$ cat src/rtl/branch_predictor_unit.sv
`default_nettype none
// ============================================================================
// Module   : branch_predictor_unit
// Purpose  : Dynamic branch predictor for a 5-stage RISC-V pipeline. A
//            direct-mapped BTB plus 2-bit saturating counters predict the
//            next fetch PC. EX-stage resolution trains the tables and raises
//            a registered redirect when the carried prediction was wrong.
// Ports    : clk, rst_n (async, active-low)
//            if_pc -> pred_taken, pred_next_pc        (combinational lookup)
//            ex_valid, ex_is_branch, ex_pc, ex_target,
//            ex_cmp_result, ex_pred_next_pc           (resolution inputs)
//            mispredict, redirect_pc                  (registered redirect)
//            branch_count, mispredict_count           (saturating counters)
// Revision : 1.0 - initial release
// ============================================================================
module branch_predictor_unit #(
  parameter int WIDTH   = 32,
  parameter int ENTRIES = 16
) (
  input  logic             clk,
  input  logic             rst_n,
  input  logic [WIDTH-1:0] if_pc,
  output logic             pred_taken,
  output logic [WIDTH-1:0] pred_next_pc,
  input  logic             ex_valid,
  input  logic             ex_is_branch,
  input  logic [WIDTH-1:0] ex_pc,
  input  logic [WIDTH-1:0] ex_target,
  input  logic             ex_cmp_result,
  input  logic [WIDTH-1:0] ex_pred_next_pc,
  output logic             mispredict,
  output logic [WIDTH-1:0] redirect_pc,
  output logic [31:0]      branch_count,
  output logic [31:0]      mispredict_count
);

  localparam int c_IDX  = $clog2(ENTRIES);
  localparam int c_TAGW = WIDTH - c_IDX - 2;

  // Table storage. Only valid/ctr are reset; tag/target are qualified by valid.
  logic [ENTRIES-1:0] r_valid;
  logic [1:0]         r_ctr    [ENTRIES];
  logic [c_TAGW-1:0]  r_tag    [ENTRIES];
  logic [WIDTH-1:0]   r_target [ENTRIES];

  logic             r_mispredict;
  logic [WIDTH-1:0] r_redirect_pc;
  logic [31:0]      r_branch_count;
  logic [31:0]      r_mispredict_count;

  // ---------------------------------------------------------------- lookup
  logic [c_IDX-1:0]  w_if_idx;
  logic [c_TAGW-1:0] w_if_tag;
  logic              w_if_hit;
  logic [WIDTH-1:0]  w_if_pc_plus4;

  assign w_if_idx      = if_pc[c_IDX+1:2];
  assign w_if_tag      = if_pc[WIDTH-1:c_IDX+2];
  assign w_if_hit      = r_valid[w_if_idx] && (r_tag[w_if_idx] == w_if_tag);
  assign w_if_pc_plus4 = if_pc + WIDTH'(4);

  // Lookup reads the stored state directly: a same-cycle update to the same
  // index is not visible until the following cycle.
  assign pred_taken   = w_if_hit && r_ctr[w_if_idx][1];
  assign pred_next_pc = pred_taken ? r_target[w_if_idx] : w_if_pc_plus4;

  // Byte-offset bits never participate in indexing or tagging.
  logic w_unused_pc_lsbs;
  assign w_unused_pc_lsbs = ^{if_pc[1:0], ex_pc[1:0]};

  // --------------------------------------------------------------- resolve
  logic              w_resolve;
  logic [c_IDX-1:0]  w_ex_idx;
  logic [c_TAGW-1:0] w_ex_tag;
  logic              w_ex_hit;
  logic [WIDTH-1:0]  w_actual_next;
  logic              w_miss_ev;
  logic [1:0]        w_ctr_cur;
  logic [1:0]        w_ctr_next;
  logic [31:0]       w_branch_count_next;
  logic [31:0]       w_mispredict_count_next;

  assign w_resolve     = ex_valid && ex_is_branch;
  assign w_ex_idx      = ex_pc[c_IDX+1:2];
  assign w_ex_tag      = ex_pc[WIDTH-1:c_IDX+2];
  assign w_ex_hit      = r_valid[w_ex_idx] && (r_tag[w_ex_idx] == w_ex_tag);
  assign w_actual_next = ex_cmp_result ? ex_target : (ex_pc + WIDTH'(4));
  // Comparing full next-PCs catches wrong direction and wrong target alike.
  assign w_miss_ev     = w_resolve && (w_actual_next != ex_pred_next_pc);
  assign w_ctr_cur     = r_ctr[w_ex_idx];

  always_comb begin
    w_ctr_next = w_ctr_cur;
    if (ex_cmp_result) begin
      if (w_ctr_cur != 2'b11) w_ctr_next = w_ctr_cur + 2'b01;
    end else begin
      if (w_ctr_cur != 2'b00) w_ctr_next = w_ctr_cur - 2'b01;
    end
  end

  // Counters are recomputed every edge (hold value when idle or saturated).
  assign w_branch_count_next =
      (w_resolve && (r_branch_count != 32'hFFFF_FFFF)) ? r_branch_count + 32'd1
                                                       : r_branch_count;
  assign w_mispredict_count_next =
      (w_miss_ev && (r_mispredict_count != 32'hFFFF_FFFF)) ? r_mispredict_count + 32'd1
                                                           : r_mispredict_count;

  // ---------------------------------------------------------- table state
  always_ff @(posedge clk or negedge rst_n) begin
    if (!rst_n) begin
      r_valid <= '0;
      for (int i = 0; i < ENTRIES; i++) begin
        r_ctr[i] <= 2'b01;
      end
    end else if (w_resolve) begin
      if (w_ex_hit) begin
        r_ctr[w_ex_idx] <= w_ctr_next;
      end else if (ex_cmp_result) begin
        // Taken miss allocates, evicting any aliasing occupant.
        r_valid[w_ex_idx] <= 1'b1;
        r_ctr[w_ex_idx]   <= 2'b10;
      end
    end
  end

  // Tag/target payload: written on any taken resolve (hit refreshes target,
  // miss allocates). Tag is unchanged on a hit, so writing it is harmless.
  always_ff @(posedge clk) begin
    if (w_resolve && ex_cmp_result) begin
      r_tag[w_ex_idx]    <= w_ex_tag;
      r_target[w_ex_idx] <= ex_target;
    end
  end

  // ------------------------------------------------ redirect and counters
  always_ff @(posedge clk or negedge rst_n) begin
    if (!rst_n) begin
      r_mispredict       <= 1'b0;
      r_redirect_pc      <= '0;
      r_branch_count     <= '0;
      r_mispredict_count <= '0;
    end else begin
      r_mispredict       <= w_miss_ev;
      // redirect_pc only moves with a strobe so it holds between events.
      if (w_miss_ev) r_redirect_pc <= w_actual_next;
      r_branch_count     <= w_branch_count_next;
      r_mispredict_count <= w_mispredict_count_next;
    end
  end

  assign mispredict       = r_mispredict;
  assign redirect_pc      = r_redirect_pc;
  assign branch_count     = r_branch_count;
  assign mispredict_count = r_mispredict_count;

endmodule
`default_nettype wire
$ cat config.mk
export PLATFORM = sky130hd
export DESIGN_NAME = branch_predictor_unit
export DESIGN_NICKNAME = d
export VERILOG_FILES = /design/src/rtl/branch_predictor_unit.sv
export SDC_FILE = /design/constraint.sdc
export NUM_CORES = 2
export LEC_CHECK = 0
export CAP_MARGIN = 20
export CORE_AREA = 2 2 354 356
export CTS_CLUSTER_SIZE = 8
export DETAILED_ROUTE_END_ITERATION = 8
export DIE_AREA = 0 0 356 358
export SLEW_MARGIN = 25
export SYNTH_ARGS = -nofsm -noshare
export SYNTH_HDL_FRONTEND = slang
export SYNTH_SLANG_ARGS = --single-unit
$ cat constraint.sdc
create_clock -name clk -period 3.9 [get_ports clk]
set_clock_uncertainty 0.05 [all_clocks]
set_input_delay 0.39 -clock clk [delete_from_list [all_inputs] [get_ports clk]]
set_output_delay 0.39 -clock clk [all_outputs]
set_load 0.05 [all_outputs]
==> flow_metrics.py <==
metrics = {
    "setup_path": {
        "cp-startpoint": "r_tag[5][17]",
        "crit_path_end_kind": "output pin",
        "reg2reg_slack_ns": 0.59,
        "r2r_cells": 8,
        "r2r_end": "r_valid[4]",
        "path_cells": "mux4_2, nor2b_4, a211oi_2, a21oi_2, xor2_1, nor4_2, nand4_1, nor4_4, buf_6, buf_8, buf_16, buf_12, mux2i_4, buf_12",
        "timing_worst_setup_path_type": "reg -> out",
        "crit_arrival_ns": 4.04,
        "crit_path_max_fanout": 6,
        "cpMostUsedCell": "buf_12",
        "worstPathRequired_ns": 3.46,
        "start_kind": "flop",
        "worst_path_max_delay_cell": "mux4_2",
        "r2r-start": "r_tag[9][13]",
        "cp-endpoint": "pred_next_pc[2]",
        "slowest_delay_ns": 0.48,
    },
    "sta": {
        "fin_crit_ns": 4.48,
        "fin_ws_ns": -0.584,
        "slew_violations": 0,
        "max_freq_mhz": 223,
        "tightest_slew_ns": 1.07,
        "min_period_over_period": 1.15,
        "slew_headroom": 0.285,
        "rsz0062_at_grt": "true",
        "finalHoldViolCount": 0,
        "setup_viol": 33,
    },
    "detailed_routing": {
        "dr.max_layer_used": "met5",
        "wl_met3_um": 17400,
        "wl_met2_um": 78300,
        "drc": 0,
        "m1WireLength_um": 65600,
        "vias": 31200,
        "dr.pass1.iters": 5,
        "vias_per_cell": 6.08,
        "drt_wl_total_um": 168000,
        "dr.first_iter.drc_count": 3964,
        "antenna_left": 0,
        "wl_per_cell_um": 32.7,
    },
    "floorplan": {
        "io_pins": 263,
        "die_width_um": 356,
        "core-area_um2": 123000,
        "initial_core_util": 0.398,
        "die_y_um": 358,
        "rows": 129,
        "dieArea_um2": 127000,
    },
    "placed_design": {
        "portBuffers": 262,
        "detailed_place_hpwl_um": 114000,
        "preCtsSetupSlack_ns": -1.15,
        "placed_cells": 4895,
        "gp_congestion": 0.965,
    },
    "synth": {
        "synth_top_family_by_area": "multiplexers",
        "syn_area_per_cell_um2": 17.8,
        "async_flop_share": 0.135,
        "synth.top_cell.area_share": 0.567,
        "synth_mux_area_frac": 0.210,
        "synth_compound_area_frac": 0.0376,
        "synth_edf_count": 928,
        "syn_inst": 2767,
        "synth_nets": 2907,
        "ys_seq_area_frac": 0.641,
        "ys_types": 85,
        "synthXorXnorAreaFrac": 0.0348,
        "ys_seq_elements": 1073,
        "yosys-top-cells-count": "edfxtp_1, mux4_2, xnor2_1, dfrtp_1, nand2_1",
        "ys.flop_type": "edfxtp_1",
        "yosys.area.top_type": "edfxtp_1",
        "yosysWarnings": 0,
        "synthesis.area_um2": 49100,
        "ys_top_cells_by_area": "edfxtp_1, mux4_2, dfrtp_1, xnor2_1, mux2i_1",
        "synth_fa_ha_area_frac": 0.00219,
        "synthSimpleGateAreaFrac": 0.0515,
        "synth_most_common_cell": "edfxtp_1",
    },
    "layout": {
        "drive_gt1_frac": 0.329,
        "fin_util": 0.500,
        "nNetsFinal": 3563,
        "layout.cells.non_filler": 5132,
        "n_fill_cell": 10100,
        "area_growth_pct": 25.6,
    },
    "clock_network": {
        "clkLatencyLatePin_ns": 0.76,
        "root_buffer": "clkbuf_16",
        "clock_sinks": 1073,
        "h-tree-depth": 4,
        "cts_tree": "built",
        "path_clk_slew_ns": 0.05,
        "clk_path_buf_depth": 3,
        "cts_buffers": 152,
    },
    "pwr": {
        "seqPwrFrac": 0.456,
        "internal_power_mw": 21.4,
        "p_leak_nw": 21.3,
        "switching_share": 0.249,
        "p_per_area_nw_per_um2": 462,
        "ir_worst_vdd_uv": 372,
        "p_sw_mw": 7.08,
        "combPwrFrac": 0.123,
        "pwr-share-clk": 0.421,
    },
    "min_path": {
        "hp-class": "in -> reg",
    },
    "global_route": {
        "grt-ovfl-total": 0,
        "grt_pass1_wl_um": 235000,
        "antenna_found_initial": 8,
        "grt_max_degree": 108,
        "track_usage": 0.262,
        "grt_pass1_vias": 31400,
    },
    "outcome": {
        "status": "complete, but fails checks",
        "violations": "negative setup slack",
    },
    "run": {
        "maxCapViolCount": 0,
    },
}
## how the worst min path moves through the flow
stage | startpoint | to | slack [ns] | cells past startpoint
global route | ex_cmp_result | redirect_pc[26] | 0.27 | 3
detailed placement | branch_count[28] | branch_count[28] | 0.43 | 1
global placement | r_valid[15] | r_valid[15] | 0.42 | 1
finish | ex_cmp_result | redirect_pc[26] | 0.26 | 3
floorplan | rst_n | branch_count[0] | 0.04 | 0
CTS | ex_cmp_result | redirect_pc[26] | 0.20 | 3
## cell type report
class | instances | area, um^2 | area share
Timing Repair Buffer | 678 | 6830 | 0.111
Clock inverter | 11 | 211 | 0.00343
Clock buffer | 211 | 4090 | 0.0663
Tap cell | 1637 | 2050 | 0.0332
Inverter | 47 | 176 | 0.00286
Multi-Input combinational cell | 1471 | 16800 | 0.273
Antenna cell | 4 | 10.0 | 0.000162
Sequential cell | 1073 | 31500 | 0.511
## worst max-delay path, delay by kind of cell, from the launching register on
| family | cells | cell delay (ns) |
|---|---|---|
| buffers and inverters | 5 | 0.73 |
| and+or+nand+nor | 4 | 0.96 |
| muxes | 2 | 0.71 |
| DFF | 1 | 0.40 |
| xor gates and xnor gates | 1 | 0.19 |
| AOI/OAI and AO/OA | 2 | 0.28 |
## cell families after synthesis
kind of cell / count (synthesis)
flip-flops: 1073
AO/OA/AOI/OAI: 264
adder cells (fa/ha/maj): 9
XOR/XNOR: 192
AND/OR/NAND/NOR: 469
multiplexers: 537
buffers and inverters: 223
## power by group through the flow
stage,Clock [mW],Sequential (mW),Combinational [mW]
finish,12.0,13.0,3.50
CTS,12.2,13.0,3.48
global placement,0,13.2,3.38
detailed placement,0,13.2,3.41
global route,12.7,13.0,3.66
floorplan,0,13.5,1.43
## registers in the layout, indices dropped and copies added (netlist names)
name,cells
branch_count,32
mispredict_count,32
r_target,512
redirect_pc,32
r_tag,416
r_valid,16
mispredict,1
r_ctr,32
## through the flow
step	hold slack [ns]	power, mW	TNS, ns	instance area (um^2)
floorplan	0.0444	15.0	-94.96	49200
global placement	0.421	16.6	-71.61	56700
detailed placement	0.431	16.6	-70.89	56700
CTS	0.196	28.7	-19.27	61700
global route	0.272	29.3	-21.39	61700
finish	0.263	28.5	-17.54	61700
## placed cells by master (no fill, tap or decap), types with 46 or more instances in the layout
master           count
mux2i_1             90
clkbuf_1            56
nand3_1             61
xnor2_1            133
nand2_1            111
mux4_2             389
buf_4              342
dfrtp_1            129
edfxtp_1           928
inv_1               46
clkdlybuf4s50_1    220
clkbuf_16          155
nor2_1              57
buf_12              72
a21oi_1             62
xor2_1              55
## timing repair
item / 4_1_cts / 5_1_grt
endpoints found under the hold margin: 89 / 0
gates resized for setup: 107 / 14
setup buffers: 10 / 1
setup endpoints to repair: 33 / 33
pin swaps: 9 / 5
gates cloned: 4 / 0
hold buffers: 1 / 0
## metal layers
layer,up-vias,global-route usage
li1,12600,-
met1,16400,0.356
met2,1866,0.410
met3,301,0.0636
met4,2,0.101
met5,-,0
Power figures use the tool's default switching activity.
==> edit, RTL diff (config.mk and constraints unchanged) <==
Reset style: synchronous (`rst_n`), changed in 2 clocked blocks. Comments in the files are not updated.
--- a/src/rtl/branch_predictor_unit.sv
+++ b/src/rtl/branch_predictor_unit.sv
@@ -107,7 +107,7 @@
                                                            : r_mispredict_count;
 
   // ---------------------------------------------------------- table state
-  always_ff @(posedge clk or negedge rst_n) begin
+  always_ff @(posedge clk) begin
     if (!rst_n) begin
       r_valid <= '0;
       for (int i = 0; i < ENTRIES; i++) begin
@@ -134,7 +134,7 @@
   end
 
   // ------------------------------------------------ redirect and counters
-  always_ff @(posedge clk or negedge rst_n) begin
+  always_ff @(posedge clk) begin
     if (!rst_n) begin
       r_mispredict       <= 1'b0;
       r_redirect_pc      <= '0;
Check against the original RTL: not settled (the Yosys comparison gave no result); the edit may change what the design does.
==> edit against the unedited design <==
  * The run still ends with negative setup slack left
  * Cell area fell by 0.22%
  * Routed wire length is 1.5% lower
  * Worst setup slack got worse by 0.062 ns
  * Via count grew 3.8%
  * Power fell by 3.7%
  * First-iteration DRC count is 6.3% higher
  * Largest cell class unchanged
  * Sequential cell count unchanged
  * Area after synthesis grew 0.89%
==> edit: results (changes against the unedited design) <==
stage,metric,value,unit,change
run_status,status,"complete, but fails checks",,
run_status,violated checks,negative setup slack,,
finish,share of cells above drive strength 1,28.3,%,-4.6 points
global_route,global-route met3 utilization,6.56,%,+0.20 points
finish,multi-input combinational cell area,17500,um2,+4.0%
timing,Hold WS,0.157,ns,-0.106 ns
cts,TritonCTS buffer count,153,,+0.66%
routing,DRT iter0 DRCs,4215,,+6.3%
global_route,number of global-route vias before repair,31802,,+1.3%
min_path,Worst Min Path Start,rst_n,,
timing,Relative slew margins,45.0,%,+17 points
critical_path,reg2reg path depth,10,,+2
timing,TNS Setup,-20.12,ns,-2.58 ns
finish,fill count,10325,,+2.2%
logic_synthesis,post-synthesis cell type count,83,,-2.4%
placed_design,DP HPWL,113,mm,-1.3%
global_route,largest net degree at the start of global routing,73,,-32%
routing,Pre-antenna DRT Iters,6,,+1
routing,met3 routed WL,17.1,mm,-1.9%
power,Max VDD drop,469,uV,+26%
timing,Final WS setup,-0.646,ns,-0.0616 ns
logic_synthesis,top post-synthesis cells by count,"edfxtp_1, mux4_2, nand2_1",,
logic_synthesis,Gate Count Post-Synth,3042,,+9.9%
cts,Skew-Pair Late Insertion Delay,0.78,ns,+0.02 ns
finish,FFs & Latches,1073,,unchanged
finish,non-clk buf share,10.6,%,-0.49 points
critical_path,r2r endpoint,r_ctr[10][0]$_SDFFCE_PN1P_,,
global_route,global-route wire length before repair,232,mm,-1.2%
placed_design,Placed Cells,5119,,+4.6%
finish,Final Instance Area,61600,um2,-0.22%
timing,final setup fails,33,,unchanged
placed_design,Setup WS pre-CTS,-0.341,ns,+0.808 ns
finish,n_diodes,3,,-1
placed_design,Placed Area,56900,um2,+0.34%
logic_synthesis,area of the mapped netlist,49600,um2,+0.89%
routing,WL met1,68.0,mm,+3.7%
global_route,GR Util All Layers,25.7,%,-0.49 points
global_route,met2 usage in global routing,38.5,%,-2.5 points
finish,Clock Network Area Fraction,6.96,%,-0.011 points
logic_synthesis,"Async S/R FF share, synth",0,%,-14 points
finish,comb_multi_in,1725,,+17%
min_path,hold path depth,2,,-1
logic_synthesis,Synth Net Count,3182,,+9.5%
power,Lkg Pwr,20.5,nW,-3.5%
finish,Storage cell area,31100,um2,-1.3%
finish,"Buffers, non-clock",653,,-3.7%
logic_synthesis,post-synthesis sequential area ratio,62.7,%,-1.4 points
==> edit: changes by cell type after synthesis, moves of 34 or more <==
| cell | unedited run | this run |
|---|---|---|
| clkbuf_1 | 73 | 111 |
| dfrtp_1 | 129 | 0 |
| dfxtp_1 | 0 | 113 |
| mux2i_1 | 92 | 148 |
| mux4_2 | 389 | 355 |
| nand2_1 | 112 | 162 |
| nor3_1 | 20 | 67 |
| o21ai_0 | 30 | 79 |
==> edit: cells by family after synthesis <==
logic type               after synthesis  synth area share [%]
XOR/XNOR                             153                  2.70
multiplexers                         539                  19.9
adder cells (fa/ha/maj)                8                 0.197
flip-flops                          1073                  62.7
AND/OR/NAND/NOR                      664                  7.17
AO/OA/AOI/OAI                        361                  4.94
buffers and inverters                244                  2.33
==> edit: how the worst max path moves through the flow <==
stage                       startpoint  slack (ns)               endpoint
5_1_grt         r_tag[5][13]$_DFFE_PP_       -0.69       pred_next_pc[30]
3_5_place_dp                  if_pc[2]       -0.34       pred_next_pc[26]
4_1_cts        r_tag[12][13]$_DFFE_PP_       -0.59        pred_next_pc[2]
3_3_place_gp                  if_pc[2]       -0.30       pred_next_pc[29]
2_1_floorplan            ex_cmp_result       -0.33  r_tag[7][0]$_DFFE_PP_
6_report       r_tag[12][13]$_DFFE_PP_       -0.65       pred_next_pc[12]
==> edit: what timing repair did <==
item                                   in CTS  in global routing
resized for setup                          33                 29
endpoints found under the hold margin       0                  0
setup buffers                               0                  2
cloned                                      0                  2
setup endpoints to repair                  33                 33
==> edit: power by group through the flow <==
stage               sequential [W]  combinational (W)  clock (W)
CTS                         0.0127            0.00265     0.0123
detailed placement          0.0129            0.00262          0
global placement            0.0129            0.00261          0
floorplan                   0.0130            0.00128          0
finish                      0.0127            0.00268     0.0121
global route                0.0127            0.00280     0.0128
